[config.mk]
export PLATFORM = sky130hd
export DESIGN_NAME = aes_ctr_sched
export DESIGN_NICKNAME = d
export VERILOG_FILES = /design/src/rtl/aes_sched_pkg.sv /design/src/rtl/aes_ks_chan.sv /design/src/rtl/aes_ctr_sched.sv
export SDC_FILE = /design/constraint.sdc
export NUM_CORES = 1
export LEC_CHECK = 0
export ABC_AREA = 1
export BUFFER_PORTS_ARGS = -buffer_cell sky130_fd_sc_hd__buf_2
export CORE_AREA = 2 2 405 407
export CTS_CLUSTER_SIZE = 24
export DETAILED_ROUTE_END_ITERATION = 16
export DIE_AREA = 0 0 407 409
export GPL_TIMING_DRIVEN = 0
export PLACE_DENSITY = 0.33
export SYNTH_ARGS = -nofsm -noshare
export SYNTH_HDL_FRONTEND = slang
export SYNTH_HIERARCHICAL = 1
export SYNTH_SLANG_ARGS = --single-unit
[constraint.sdc]
create_clock -name clk -period 4.05 [get_ports clk]
set_input_delay 0.2025 -clock clk [delete_from_list [all_inputs] [get_ports clk]]
set_output_delay 0.2025 -clock clk [all_outputs]
set_load 0.05 [all_outputs]
[src/rtl/aes_sched_pkg.sv]
// Shared types and constants for the AES-CTR keystream scheduler.
package aes_sched_pkg;
  localparam int   BLK_W = 128;
  localparam logic CH_TX = 1'b0;
  localparam logic CH_RX = 1'b1;

  typedef enum logic [1:0] {IDLE, ISSUE, WAIT} state_t;
endpackage

[src/rtl/aes_ks_chan.sv]
// One keystream channel: nonce/counter, one-entry keystream buffer with
// valid/ready handshake, sticky exhaustion flag and clear handling.
module aes_ks_chan
  import aes_sched_pkg::*;
#(
  parameter int CTR_W = 32
) (
  input  logic                   clk,
  input  logic                   rst_n,
  input  logic                   en,
  input  logic                   clr,
  input  logic [BLK_W-CTR_W-1:0] nonce,
  input  logic [CTR_W-1:0]       ctr_init,
  input  logic                   inflight,
  input  logic                   capture,
  input  logic [BLK_W-1:0]       ct,
  input  logic                   ks_ready,
  output logic [BLK_W-1:0]       ks,
  output logic                   ks_valid,
  output logic                   exhausted,
  output logic                   eligible,
  output logic [BLK_W-1:0]       blk
);
  logic [CTR_W-1:0] ctr;
  logic             kill;
  logic             take;

  // A clear during flight poisons the outstanding result until the core returns.
  assign take     = capture & ~kill & ~clr;
  assign eligible = en & ~exhausted & ~ks_valid & ~inflight & ~clr;
  assign blk      = {nonce, ctr};

  always_ff @(posedge clk or negedge rst_n) begin
    if (!rst_n) begin
      ctr       <= '0;
      ks        <= '0;
      ks_valid  <= 1'b0;
      exhausted <= 1'b0;
      kill      <= 1'b0;
    end else begin
      if (clr) begin
        ctr       <= ctr_init;
        ks_valid  <= 1'b0;
        exhausted <= 1'b0;
      end else if (take) begin
        ctr      <= ctr + CTR_W'(1);
        ks_valid <= 1'b1;
        if (&ctr) exhausted <= 1'b1;
      end else if (ks_valid & ks_ready) begin
        ks_valid <= 1'b0;
      end

      if (take) ks <= ct;

      if (clr & inflight) kill <= 1'b1;
      else if (!inflight) kill <= 1'b0;
    end
  end
endmodule

[src/rtl/aes_ctr_sched.sv]
// Shares one AES core between TX and RX CTR-mode keystream channels.
// Optional watchdog on aes_done: define AES_SCHED_WDOG_EN.
module aes_ctr_sched
  import aes_sched_pkg::*;
#(
  parameter int CTR_W    = 32,
  parameter int WAIT_MAX = 64
) (
  input  logic                   clk,
  input  logic                   rst_n,
  input  logic [BLK_W-1:0]       key,
  input  logic                   tx_en,
  input  logic                   tx_clr,
  input  logic [BLK_W-CTR_W-1:0] tx_nonce,
  input  logic [CTR_W-1:0]       tx_ctr_init,
  output logic [BLK_W-1:0]       tx_ks,
  output logic                   tx_ks_valid,
  input  logic                   tx_ks_ready,
  output logic                   tx_exhausted,
  input  logic                   rx_en,
  input  logic                   rx_clr,
  input  logic [BLK_W-CTR_W-1:0] rx_nonce,
  input  logic [CTR_W-1:0]       rx_ctr_init,
  output logic [BLK_W-1:0]       rx_ks,
  output logic                   rx_ks_valid,
  input  logic                   rx_ks_ready,
  output logic                   rx_exhausted,
  output logic                   aes_start,
  output logic [BLK_W-1:0]       aes_key,
  output logic [BLK_W-1:0]       aes_pt,
  input  logic [BLK_W-1:0]       aes_ct,
  input  logic                   aes_done,
  output logic                   busy,
  output logic                   err
);
  state_t           state;
  logic             gnt;
  logic             last;
  logic             pick;
  logic             elig_tx, elig_rx;
  logic [BLK_W-1:0] blk_tx, blk_rx;
  logic             in_wait;

  assign busy    = (state != IDLE);
  assign in_wait = (state == WAIT);

  aes_ks_chan #(.CTR_W(CTR_W)) u_tx (
    .clk      (clk),
    .rst_n    (rst_n),
    .en       (tx_en),
    .clr      (tx_clr),
    .nonce    (tx_nonce),
    .ctr_init (tx_ctr_init),
    .inflight (busy & (gnt == CH_TX)),
    .capture  (in_wait & aes_done & (gnt == CH_TX)),
    .ct       (aes_ct),
    .ks_ready (tx_ks_ready),
    .ks       (tx_ks),
    .ks_valid (tx_ks_valid),
    .exhausted(tx_exhausted),
    .eligible (elig_tx),
    .blk      (blk_tx)
  );

  aes_ks_chan #(.CTR_W(CTR_W)) u_rx (
    .clk      (clk),
    .rst_n    (rst_n),
    .en       (rx_en),
    .clr      (rx_clr),
    .nonce    (rx_nonce),
    .ctr_init (rx_ctr_init),
    .inflight (busy & (gnt == CH_RX)),
    .capture  (in_wait & aes_done & (gnt == CH_RX)),
    .ct       (aes_ct),
    .ks_ready (rx_ks_ready),
    .ks       (rx_ks),
    .ks_valid (rx_ks_valid),
    .exhausted(rx_exhausted),
    .eligible (elig_rx),
    .blk      (blk_rx)
  );

  // Round-robin: on a tie the channel that did not win last time goes first.
  always_comb begin
    if (elig_tx & elig_rx) pick = ~last;
    else                   pick = elig_rx ? CH_RX : CH_TX;
  end

`ifdef AES_SCHED_WDOG_EN
  localparam int WCNT_W = $clog2(WAIT_MAX + 1);
  logic [WCNT_W-1:0] wcnt;
`else
  assign err = 1'b0;
`endif

  always_ff @(posedge clk or negedge rst_n) begin
    if (!rst_n) begin
      state     <= IDLE;
      gnt       <= CH_TX;
      last      <= CH_RX;
      aes_start <= 1'b0;
      aes_key   <= '0;
      aes_pt    <= '0;
`ifdef AES_SCHED_WDOG_EN
      wcnt      <= '0;
      err       <= 1'b0;
`endif
    end else begin
      aes_start <= 1'b0;
      case (state)
        IDLE: begin
          if (elig_tx | elig_rx) begin
            state     <= ISSUE;
            gnt       <= pick;
            last      <= pick;
            aes_pt    <= (pick == CH_RX) ? blk_rx : blk_tx;
            aes_key   <= key;
            aes_start <= 1'b1;
          end
        end
        ISSUE: begin
          state <= WAIT;
`ifdef AES_SCHED_WDOG_EN
          wcnt  <= '0;
`endif
        end
        WAIT: begin
          if (aes_done) begin
            state <= IDLE;
          end
`ifdef AES_SCHED_WDOG_EN
          else if (wcnt == WCNT_W'(WAIT_MAX - 1)) begin
            state <= IDLE;
            err   <= 1'b1;
          end else begin
            wcnt <= wcnt + WCNT_W'(1);
          end
`endif
        end
        default: state <= IDLE;
      endcase
    end
  end
endmodule

==> results of run 1 <==
## synthesized netlist by cell type (all sizes together) (4+ instances only)
library cell,n,area (sq um)
a21oi,6,30.0
buf,316,2100
clkbuf,47,176
dfrtp,586,14700
inv,329,1230
nand2,1868,7090
nand3,329,1660
nand3b,8,60.1
nand4,4,25.0
nor2,128,726
o211ai,10,75.1
o21ai,18,90.1
o21bai,10,75.1
xor2,26,228
## cells by family after synthesis
group                    count (synthesis)
XOR/XNOR                                28
AO/OA/AOI/OAI                           48
AND/OR/NAND/NOR                       2341
flip-flops                             587
buffers and inverters                  692
other                                    1
adder cells (fa/ha/maj)                  2
## what timing repair did
action,CTS,global route
hold buffers,523,0
endpoints found under the setup margin,0,0
hold endpoints to repair,626,0
## routing by layer
layer  global-route usage, %  part of all wire, %  routed length, microns  up-vias
met5                       0                0.094                     145        -
met4                    3.79                  2.1                    3290       22
met3                    5.99                  7.9                   12300      182
met2                    31.7                   49                   76300      887
met1                    21.3                   41                   62900    13700
li1                        -                    -                       -    13900
## state kept, by name, indices dropped and copies added, names as in the netlist, 2 cells and up
signal and cells:
aes_pt 128, u_rx/ks 128, u_tx/ctr 32, aes_key 128
u_tx/ks 128, state 2, u_rx/ctr 32
## worst register-to-register path: cells and delay by family, from the launching register on
family / cells / cell delay, ns
buffers and inverters: 2 / 1.06
flip-flops: 1 / 0.42
AND/OR/NAND/NOR: 9 / 2.11
## per-stage QoR
stage | instances | total power, W
after floorplan | 3699 | 0.0215
after global placement | 6720 | 0.0271
after detailed placement | 6726 | 0.0272
after CTS | 7396 | 0.0356
after global routing | 7405 | 0.0370
final | 7412 | 0.0350
## power by group through the flow
stage | sequential, W | clock, W | combinational (W)
6_report | 0.00987 | 0.00769 | 0.0175
3_3_place_gp | 0.00992 | 0 | 0.0172
4_1_cts | 0.00988 | 0.00800 | 0.0177
3_5_place_dp | 0.00992 | 0 | 0.0172
2_1_floorplan | 0.0180 | 0 | 0.00348
5_1_grt | 0.0102 | 0.00822 | 0.0186
## final cells by class
class	count	share of cell area [%]
Antenna cell	16	0.0918
Buffer	363	5.21
Clock buffer	121	5.62
Clock inverter	26	0.898
Inverter	329	2.83
Multi-Input combinational cell	2420	23.3
Sequential cell	587	33.7
Tap cell	2175	6.24
Timing Repair Buffer	1375	22.1
## worst paths after layout
check / startpoint / to / slack, ns
max: rx_clr / aes_pt[35]$_DFFE_PN0P_ / 0.33
min: rst_n / aes_pt[61]$_DFFE_PN0P_ / 0.07
max reg2reg: state[1]$_DFFE_PN0P_ / aes_pt[35]$_DFFE_PN0P_ / 0.39
min reg2reg: aes_key[28]$_DFFE_PN0P_ / aes_key[28]$_DFFE_PN0P_ / 0.46
max in group asynchronous: rst_n / u_rx/ks[27]$_DFFE_PN0P_ / 2.37
min in group clk: tx_en / state[0]$_DFFE_PN0P_ / 0.13
==> flow_summary_export.csv, run 1 <==
group,metric,value,unit
run_status,status,"finished, final reports clean",
timing,setup_violations,0,
pwr,pwr-share-clk,22.0,%
finish,nFillCells,18200,
global_route,grt_overflow,0,
global_route,grt_pass1_wl,217000,microns
clock_tree,cts_setup_buffers,0,
placement,gp_congestion,0.893,
synth,synth_mux_area_share,0,%
finish,final_area,43600,sq um
finish,multi_input_area,10200,sq um
floorplan,row_count,148,
setup_path,cp-start-kind,"input pin",
global_route,grt_pass1_vias,29600,
placement,placed_cell_area,35500,sq um
setup_path,cp.required,4.64,ns
route,num_vias,28700,
pwr,power.leakage,23.9,nW
synth,synthXorXnorAreaFrac,0.865,%
placement,dp_hpwl,123000,microns
synth,synth-main-ff-cell,"dfrtp_1",
setup_path,path_depth,11,
clock_tree,clk_pin_slew,0.05,ns
finish,final_cell_mix,"nand2_1, buf_2, dfrtp_1",
global_route,grt_antenna_before_repair,40,
pwr,p_int,0.0166,W
synth,syn_area_per_cell,7.66,sq um
clock_tree,cts-root-buf,"clkbuf_16",
route,viasPerCell,3.87,
setup_path,path_class,"in -> reg",
global_route,grt_max_degree,103,
pwr,sequentialPowerShare,28.2,%
synth,synth_top_family_by_area,"simple AND/OR/NAND/NOR gates",
setup_path,critPathBufInv,6,
synth,synth_edf_count,0,
synth,ys_async_sr_fraction,100,%
clock_tree,ctsResizeCount,0,
finish,layout-drive-gt1-share,26.1,%
floorplan,start_util,17.5,%
setup_path,crit_chain,"dlygate4sd3_1 > buf_2 > buf_2 > clkbuf_1 > nor3_1 > nor2_1 > nor2_4 > buf_1 > nand3_1 > dlygate4sd3_1 > nand2_1",
finish,final_nets,5682,
clock_tree,clockBufferDepth,3,
placement,post-place-ws,0.142,ns
floorplan,io_pins,1040,
run,drv_cap,0,
setup_path,critPathSlowestCell,"nor3_1",
timing,finClkSkew,0.0321,ns
timing,period_minus_slack,3.72,ns
floorplan,die_w,407,microns
synth,synth_compound_gate_area_share,1.06,%
route,dr.pass1.iters,7,
timing,report.final.hold_viol_count,0,
floorplan,fp.dieH,409,microns
timing,setup_slack,0.333,ns
timing,slew_viol_final,0,
synth,syn_nets,4222,
clock_tree,clk-insertion-delay-late,0.68,ns
synth,synth_cells,3699,
timing,tns,0,ns
min_path,hp-class,"in -> async",
pwr,comb_power_share,49.9,%
timing,hold_ws,0.0684,ns
pwr,power_density,803,nW/um^2
setup_path,crit_arrival,4.30,ns
clock_tree,tritoncts,"yes",
global_route,grt_usage,18.1,%
route,routedWlPerCell,20.9,microns
synth,netlist_area,28400,sq um
route,drc_errors,0,
setup_path,reg2regPathDepth,11,
synth,yosys.area_share.simple,33.8,%
clock_tree,cts.sinks,587,
placement,port_buffers,846,
timing,relSlewSlack,39.9,%
synth,synth_warnings,6,
pwr,sw_frac_of_total,52.5,%
finish,regArea,14700,sq um
floorplan,die-area,166000,sq um
timing,fin_crit_sh,91.8,%
setup_path,critPathTopFamily,"buffers and inverters",
setup_path,cp-end-kind,"flop",
pwr,max-vdd-ir-drop,400,uV
clock_tree,h-tree-depth,3,
finish,layout_commonest_cell,"nand2_1",
synth,synthAdderAreaFrac,0.0883,%
synth,ys_seq_elements,587,
timing,fmax,269,MHz
setup_path,cp_slowest_stage_delay,0.81,ns
timing,rsz0062_at_grt,"no",
pwr,p_switching,0.0184,W
synth,synth_seq_area_share,51.8,%
finish,final_util,26.9,%
synth,ys_types,32,
route,postRouteAntennaNets,0,
clock_tree,cts_made_buffers,83,
timing,tightest_slew,0.895,ns
finish,syn_to_final_growth,53.8,%
setup_path,crit_fanout,10,
route,routed_wirelength,155000,microns
route,drt-initial-drc-count,1749,
floorplan,core_area,162000,sq um
Note: power is estimated with default switching activity, not from simulation.
==> run 2: changes to the inputs <==
CORE_AREA = 2 2 410 412   (was 2 2 405 407)
CTS_BUF_LIST = sky130_fd_sc_hd__clkbuf_4 sky130_fd_sc_hd__clkbuf_8   (was unset)
DIE_AREA = 0 0 412 414   (was 0 0 407 409)
PLACE_DENSITY = 0.32   (was 0.33)
==> flow_summary_export.csv, run 2 (synthesized netlist as in run 1, its figures left out) <==
group,metric,value,unit
finish,final_util,26.8,%
placement,dp_hpwl,122000,microns
pwr,max-vdd-ir-drop,384,uV
timing,relSlewSlack,34.1,%
route,postRouteAntennaNets,0,
finish,final_cell_mix,"nand2_1, buf_2, dlygate4sd3_1",
pwr,power.leakage,24.4,nW
placement,port_buffers,846,
setup_path,path_class,"reg -> reg",
floorplan,core_area,166000,sq um
timing,report.final.hold_viol_count,0,
clock_tree,cts.sinks,587,
timing,slew_viol_final,0,
finish,fin_cells,7624,
setup_path,crit_chain,"nor2_1 > nor2_1 > nor2_1 > nand2_1 > nor3_1 > nor2_1 > nor2_4 > buf_1 > nand3_1 > dlygate4sd3_1 > nand2_1",
global_route,grt_pass1_wl,221000,microns
route,routedWlPerCell,20.4,microns
timing,tightest_slew,0.981,ns
pwr,comb_power_share,51.1,%
timing,period_minus_slack,3.69,ns
setup_path,critPathBufInv,2,
setup_path,critPathSlowestCell,"nor3_1",
floorplan,row_count,150,
route,drt-initial-drc-count,1609,
finish,final_nets,5828,
pwr,power_density,770,nW/um^2
global_route,grt_usage,17.8,%
global_route,grt_pass1_vias,30600,
finish,layout-drive-gt1-share,26.9,%
clock_tree,cts_made_buffers,120,
floorplan,start_util,17.0,%
clock_tree,h-tree-depth,3,
run_status,status,"finished, final reports clean",
global_route,grt_max_degree,98,
placement,placedCellCount,6755,
clock_tree,clk_pin_slew,0.06,ns
setup_path,crit_arrival,4.45,ns
floorplan,die_w,412,microns
setup_path,timing.critical_path.mode_cell,"nor2_1",
clock_tree,cts_setup_buffers,0,
global_route,grt_antenna_before_repair,53,
setup_path,cp_slowest_stage_delay,0.75,ns
setup_path,cp-start-kind,"flop",
timing,finClkSkew,0.0341,ns
run,drv_cap,0,
finish,syn_to_final_growth,57.0,%
timing,setup_slack,0.363,ns
clock_tree,clk-insertion-delay-late,0.85,ns
clock_tree,cts-root-buf,"clkbuf_8",
clock_tree,tritoncts,"yes",
route,drc_errors,0,
floorplan,fp.dieH,414,microns
setup_path,crit_fanout,10,
floorplan,io_pins,1040,
timing,setup_violations,0,
clock_tree,clockBufferDepth,3,
route,dr.pass1.iters,5,
finish,layout_commonest_cell,"nand2_1",
min_path,hp-class,"in -> reg",
pwr,pwr-share-clk,20.1,%
setup_path,cp.required,4.81,ns
route,num_vias,29300,
route,routed_wirelength,156000,microns
floorplan,die-area,171000,sq um
setup_path,critPathTopFamily,"simple AND/OR/NAND/NOR gates",
timing,fin_crit_sh,91.0,%
placement,gp_congestion,0.854,
timing,rsz0062_at_grt,"no",
global_route,grt_overflow,0,
placement,post-place-ws,0.0466,ns
pwr,p_int,0.0160,W
setup_path,cp-end-kind,"flop",
pwr,sequentialPowerShare,28.8,%
route,viasPerCell,3.84,
pwr,sw_frac_of_total,53.4,%
pwr,p_switching,0.0183,W
timing,fmax,271,MHz
run 2: final cells by class:
cell class	instances	area, sq um
clock buffer	201	2450
tap	2204	2760
buffer	363	2270
sequential	587	14700
clock inverter	16	143
antenna	20	50.0
timing repair buffer	1484	10800
inverter	329	1230
multi-input combinational	2420	10200
fill	18700	122000
run 2: final timing paths:
path	from	to	slack, ns	depth (start not counted)
worst max-delay path	state[1]$_DFFE_PN0P_	aes_pt[33]$_DFFE_PN0P_	0.36	11
worst min-delay path	key[6]	aes_key[6]$_DFFE_PN0P_	0.12	4
worst max register to register	state[1]$_DFFE_PN0P_	aes_pt[33]$_DFFE_PN0P_	0.36	11
worst min register to register	aes_key[96]$_DFFE_PN0P_	aes_key[96]$_DFFE_PN0P_	0.46	2
max in group asynchronous	rst_n	u_rx/ks[33]$_DFFE_PN0P_	2.38	5
min in group asynchronous	rst_n	aes_pt[75]$_DFFE_PN0P_	0.58	4
run 2: routing by layer:
metal  track usage, %  share of wire [%]  vias to the layer above
met1             20.6                 40                    13900
met2             30.8                 49                      915
li1                 -                  -                    14300
met4             5.65                2.8                       18
met5                0              0.081                        -
met3             5.92                8.4                      242
run 2: per-stage QoR:
step                      setup TNS, ns  power [W]  hold slack, ns  area [sq um]
after floorplan                       0     0.0215         -0.0931         28400
after global placement         -7081.43     0.0271           0.406         35300
after detailed placement              0     0.0271           0.239         35500
after CTS                             0     0.0350        0.000270         44500
after global routing                  0     0.0363          0.0563         44500
final                                 0     0.0343           0.122         44500
run 2: timing repair:
item                                   in CTS  in global routing
gates resized for setup                     0                  0
endpoints found under the hold margin     795                  0
hold buffers                              632                  0
run 2: power by group through the flow:
stage | Clock, W | Sequential (W) | Combinational, W
2_1_floorplan | 0 | 0.0180 | 0.00348
3_3_place_gp | 0 | 0.00992 | 0.0172
3_5_place_dp | 0 | 0.00991 | 0.0172
4_1_cts | 0.00727 | 0.00988 | 0.0178
5_1_grt | 0.00752 | 0.0102 | 0.0186
6_report | 0.00690 | 0.00986 | 0.0175
run 2: tightest hold or removal path, stage by stage:
cell and delay [ns]:
dlygate4sd3_1 0.53, buf_2 0.10, nand2_1 0.04, nand2_1 0.05
==> run 3: changes to the inputs <==
REMOVE_ABC_BUFFERS = 1   (was unset)
==> flow_summary_export.csv, run 3 (synthesized netlist as in run 1, its figures left out) <==
group,metric,value,unit
route,num_vias,28900,
placement,dp_hpwl,107000,microns
finish,final_nets,5721,
clock_tree,cts_made_buffers,119,
clock_tree,h-tree-depth,3,
floorplan,row_count,150,
finish,final_area,44300,sq um
pwr,p_int,0.0162,W
pwr,comb_power_share,50.9,%
clock_tree,cts_setup_buffers,0,
timing,tns,0,ns
route,drc_errors,0,
pwr,power.leakage,24.1,nW
floorplan,io_pins,1040,
pwr,sw_frac_of_total,52.7,%
clock_tree,clockBufferDepth,3,
clock_tree,clk-insertion-delay-late,0.85,ns
clock_tree,cts.sinks,587,
timing,fmax,264,MHz
finish,layout-drive-gt1-share,26.0,%
route,viasPerCell,3.84,
floorplan,core_area,166000,sq um
setup_path,path_class,"reg -> reg",
timing,fin_crit_sh,93.5,%
global_route,grt_antenna_before_repair,43,
global_route,grt_util_met3,5.32,%
route,drt-initial-drc-count,1528,
setup_path,r2r_start,"state[1]$_DFFE_PN0P_",
setup_path,r2r_slack,0.26,ns
timing,relSlewSlack,44.7,%
min_path,hp-class,"in -> reg",
pwr,pwr-share-clk,20.3,%
finish,layout_commonest_cell,"nand2_1",
timing,slew_viol_final,0,
clock_tree,tritoncts,"yes",
clock_tree,cts-root-buf,"clkbuf_8",
floorplan,fp.dieH,414,microns
setup_path,cp-start-kind,"flop",
global_route,grt_pass1_vias,29700,
pwr,max-vdd-ir-drop,413,uV
setup_path,cp-end-kind,"flop",
route,routedWlPerCell,19.6,microns
setup_path,r2r_end,"aes_pt[35]$_DFFE_PN0P_",
global_route,grt_overflow,0,
setup_path,crit_fanout,23,
timing,report.final.hold_viol_count,0,
setup_path,reg2regPathDepth,17,
route,postRouteAntennaNets,0,
global_route,grt_max_degree,108,
timing,tightest_slew,0.828,ns
global_route,grt_pass1_wl,209000,microns
min_path,holdPathStages,4,
global_route,grtUsageMet1,19.8,%
timing,period_minus_slack,3.79,ns
pwr,sequentialPowerShare,28.8,%
min_path,min_from,"key[78]",
route,dr.pass1.iters,5,
global_route,grt_usage,16.7,%
placement,gp_congestion,0.820,
pwr,p_switching,0.0180,W
setup_path,crit_arrival,4.52,ns
setup_path,cp.required,4.78,ns
floorplan,die-area,171000,sq um
timing,setup_violations,0,
floorplan,start_util,17.0,%
finish,syn_to_final_growth,56.2,%
min_path,whs_endpoint,"aes_key[78]$_DFFE_PN0P_",
floorplan,die_w,412,microns
route,routed_wirelength,147000,microns
timing,finClkSkew,0.0604,ns
global_route,busiest_layer,"met2",
global_route,grt.met2_usage,28.1,%
placement,port_buffers,1038,
pwr,power_density,771,nW/um^2
finish,final_cell_mix,"nand2_1, buf_2, dlygate4sd3_1",
timing,hold_ws,0.109,ns
timing,rsz0062_at_grt,"no",
placement,placed_cell_area,35000,sq um
clock_tree,clk_pin_slew,0.06,ns
run_status,status,"finished, final reports clean",
run,drv_cap,0,
==> run 3: changes by cell type in the layout (fill, tap and decap cells not counted), sizes merged <==
cell,before,now
buf,1169,1079
bufinv,0,2
clkbuf,248,198
clkinv,12,11
clkinvlp,1,0
diode,20,12
dlygate4sd3,631,660
inv,332,333
nand2,1868,1869
==> run 3: metrics by stage <==
step           utilization (%)  instances  worst slack, ns  power (W)
2_1_floorplan                -       3336           -10.31     0.0213
3_3_place_gp              20.5       6578           -31.48     0.0270
3_5_place_dp              21.0       6618          -0.0500     0.0269
4_1_cts                   26.6       7493           0.0426     0.0348
5_1_grt                   26.6       7504           0.0155     0.0362
6_report                  26.6       7507            0.262     0.0342
==> run 3: worst max-delay path by stage <==
stage                                     from                 endpoint  slack (ns)
floorplan           u_rx/exhausted$_DFFE_PN0P_    aes_pt[0]$_DFFE_PN0P_      -10.31
global placement          state[1]$_DFFE_PN0P_   aes_pt[52]$_DFFE_PN0P_      -31.48
detailed placement        state[1]$_DFFE_PN0P_  aes_pt[119]$_DFFE_PN0P_       -0.05
CTS                       state[1]$_DFFE_PN0P_   aes_pt[35]$_DFFE_PN0P_        0.04
global route              state[1]$_DFFE_PN0P_   aes_pt[35]$_DFFE_PN0P_        0.02
finish                    state[1]$_DFFE_PN0P_   aes_pt[35]$_DFFE_PN0P_        0.26
==> run 3: final cells by class <==
type,count,area (sq um)
fill,18500,122000
antenna,12,30.0
clock buffer,197,2440
timing repair buffer,1740,12700
inverter,329,1260
multi-input combinational,2421,10200
sequential,587,14700
clock inverter,17,176
tap,2204,2760
==> run 3: timing repair <==
item | CTS | global route
cloned | 0 | 2
endpoints found under the setup margin | 5 | 13
hold buffers | 661 | 0
endpoints found under the hold margin | 792 | 0
gates resized for setup | 1 | 1
==> run 3: critical path, stage by stage, from the launching register on <==
cell,delay [ns]
dfrtp_1,0.42
nor2_1,0.16
nor2_1,0.10
nor2_1,0.14
nand2_1,0.10
nor3_4,0.21
buf_6,0.20
buf_6,0.17
buf_6,0.18
buf_6,0.19
buf_6,0.19
buf_4,0.28
nand2_8,0.18
buf_16,0.25
nand2_1,0.14
nand3_1,0.08
dlygate4sd3_1,0.56
nand2_1,0.06
==> run 3: per-layer routing <==
metal | part of all wire, % | up-vias | wire (microns)
li1 | - | 14100 | -
met1 | 41 | 13600 | 60800
met2 | 47 | 961 | 69700
met3 | 8.1 | 241 | 12000
met4 | 3.0 | 32 | 4400
met5 | 0.14 | - | 199
==> run 3: power groups by stage <==
stage	sequential [W]	clock (W)	combinational [W]
detailed placement	0.00989	0	0.0170
global placement	0.00990	0	0.0171
global route	0.0102	0.00754	0.0185
CTS	0.00985	0.00730	0.0177
finish	0.00985	0.00694	0.0174
floorplan	0.0180	0	0.00331
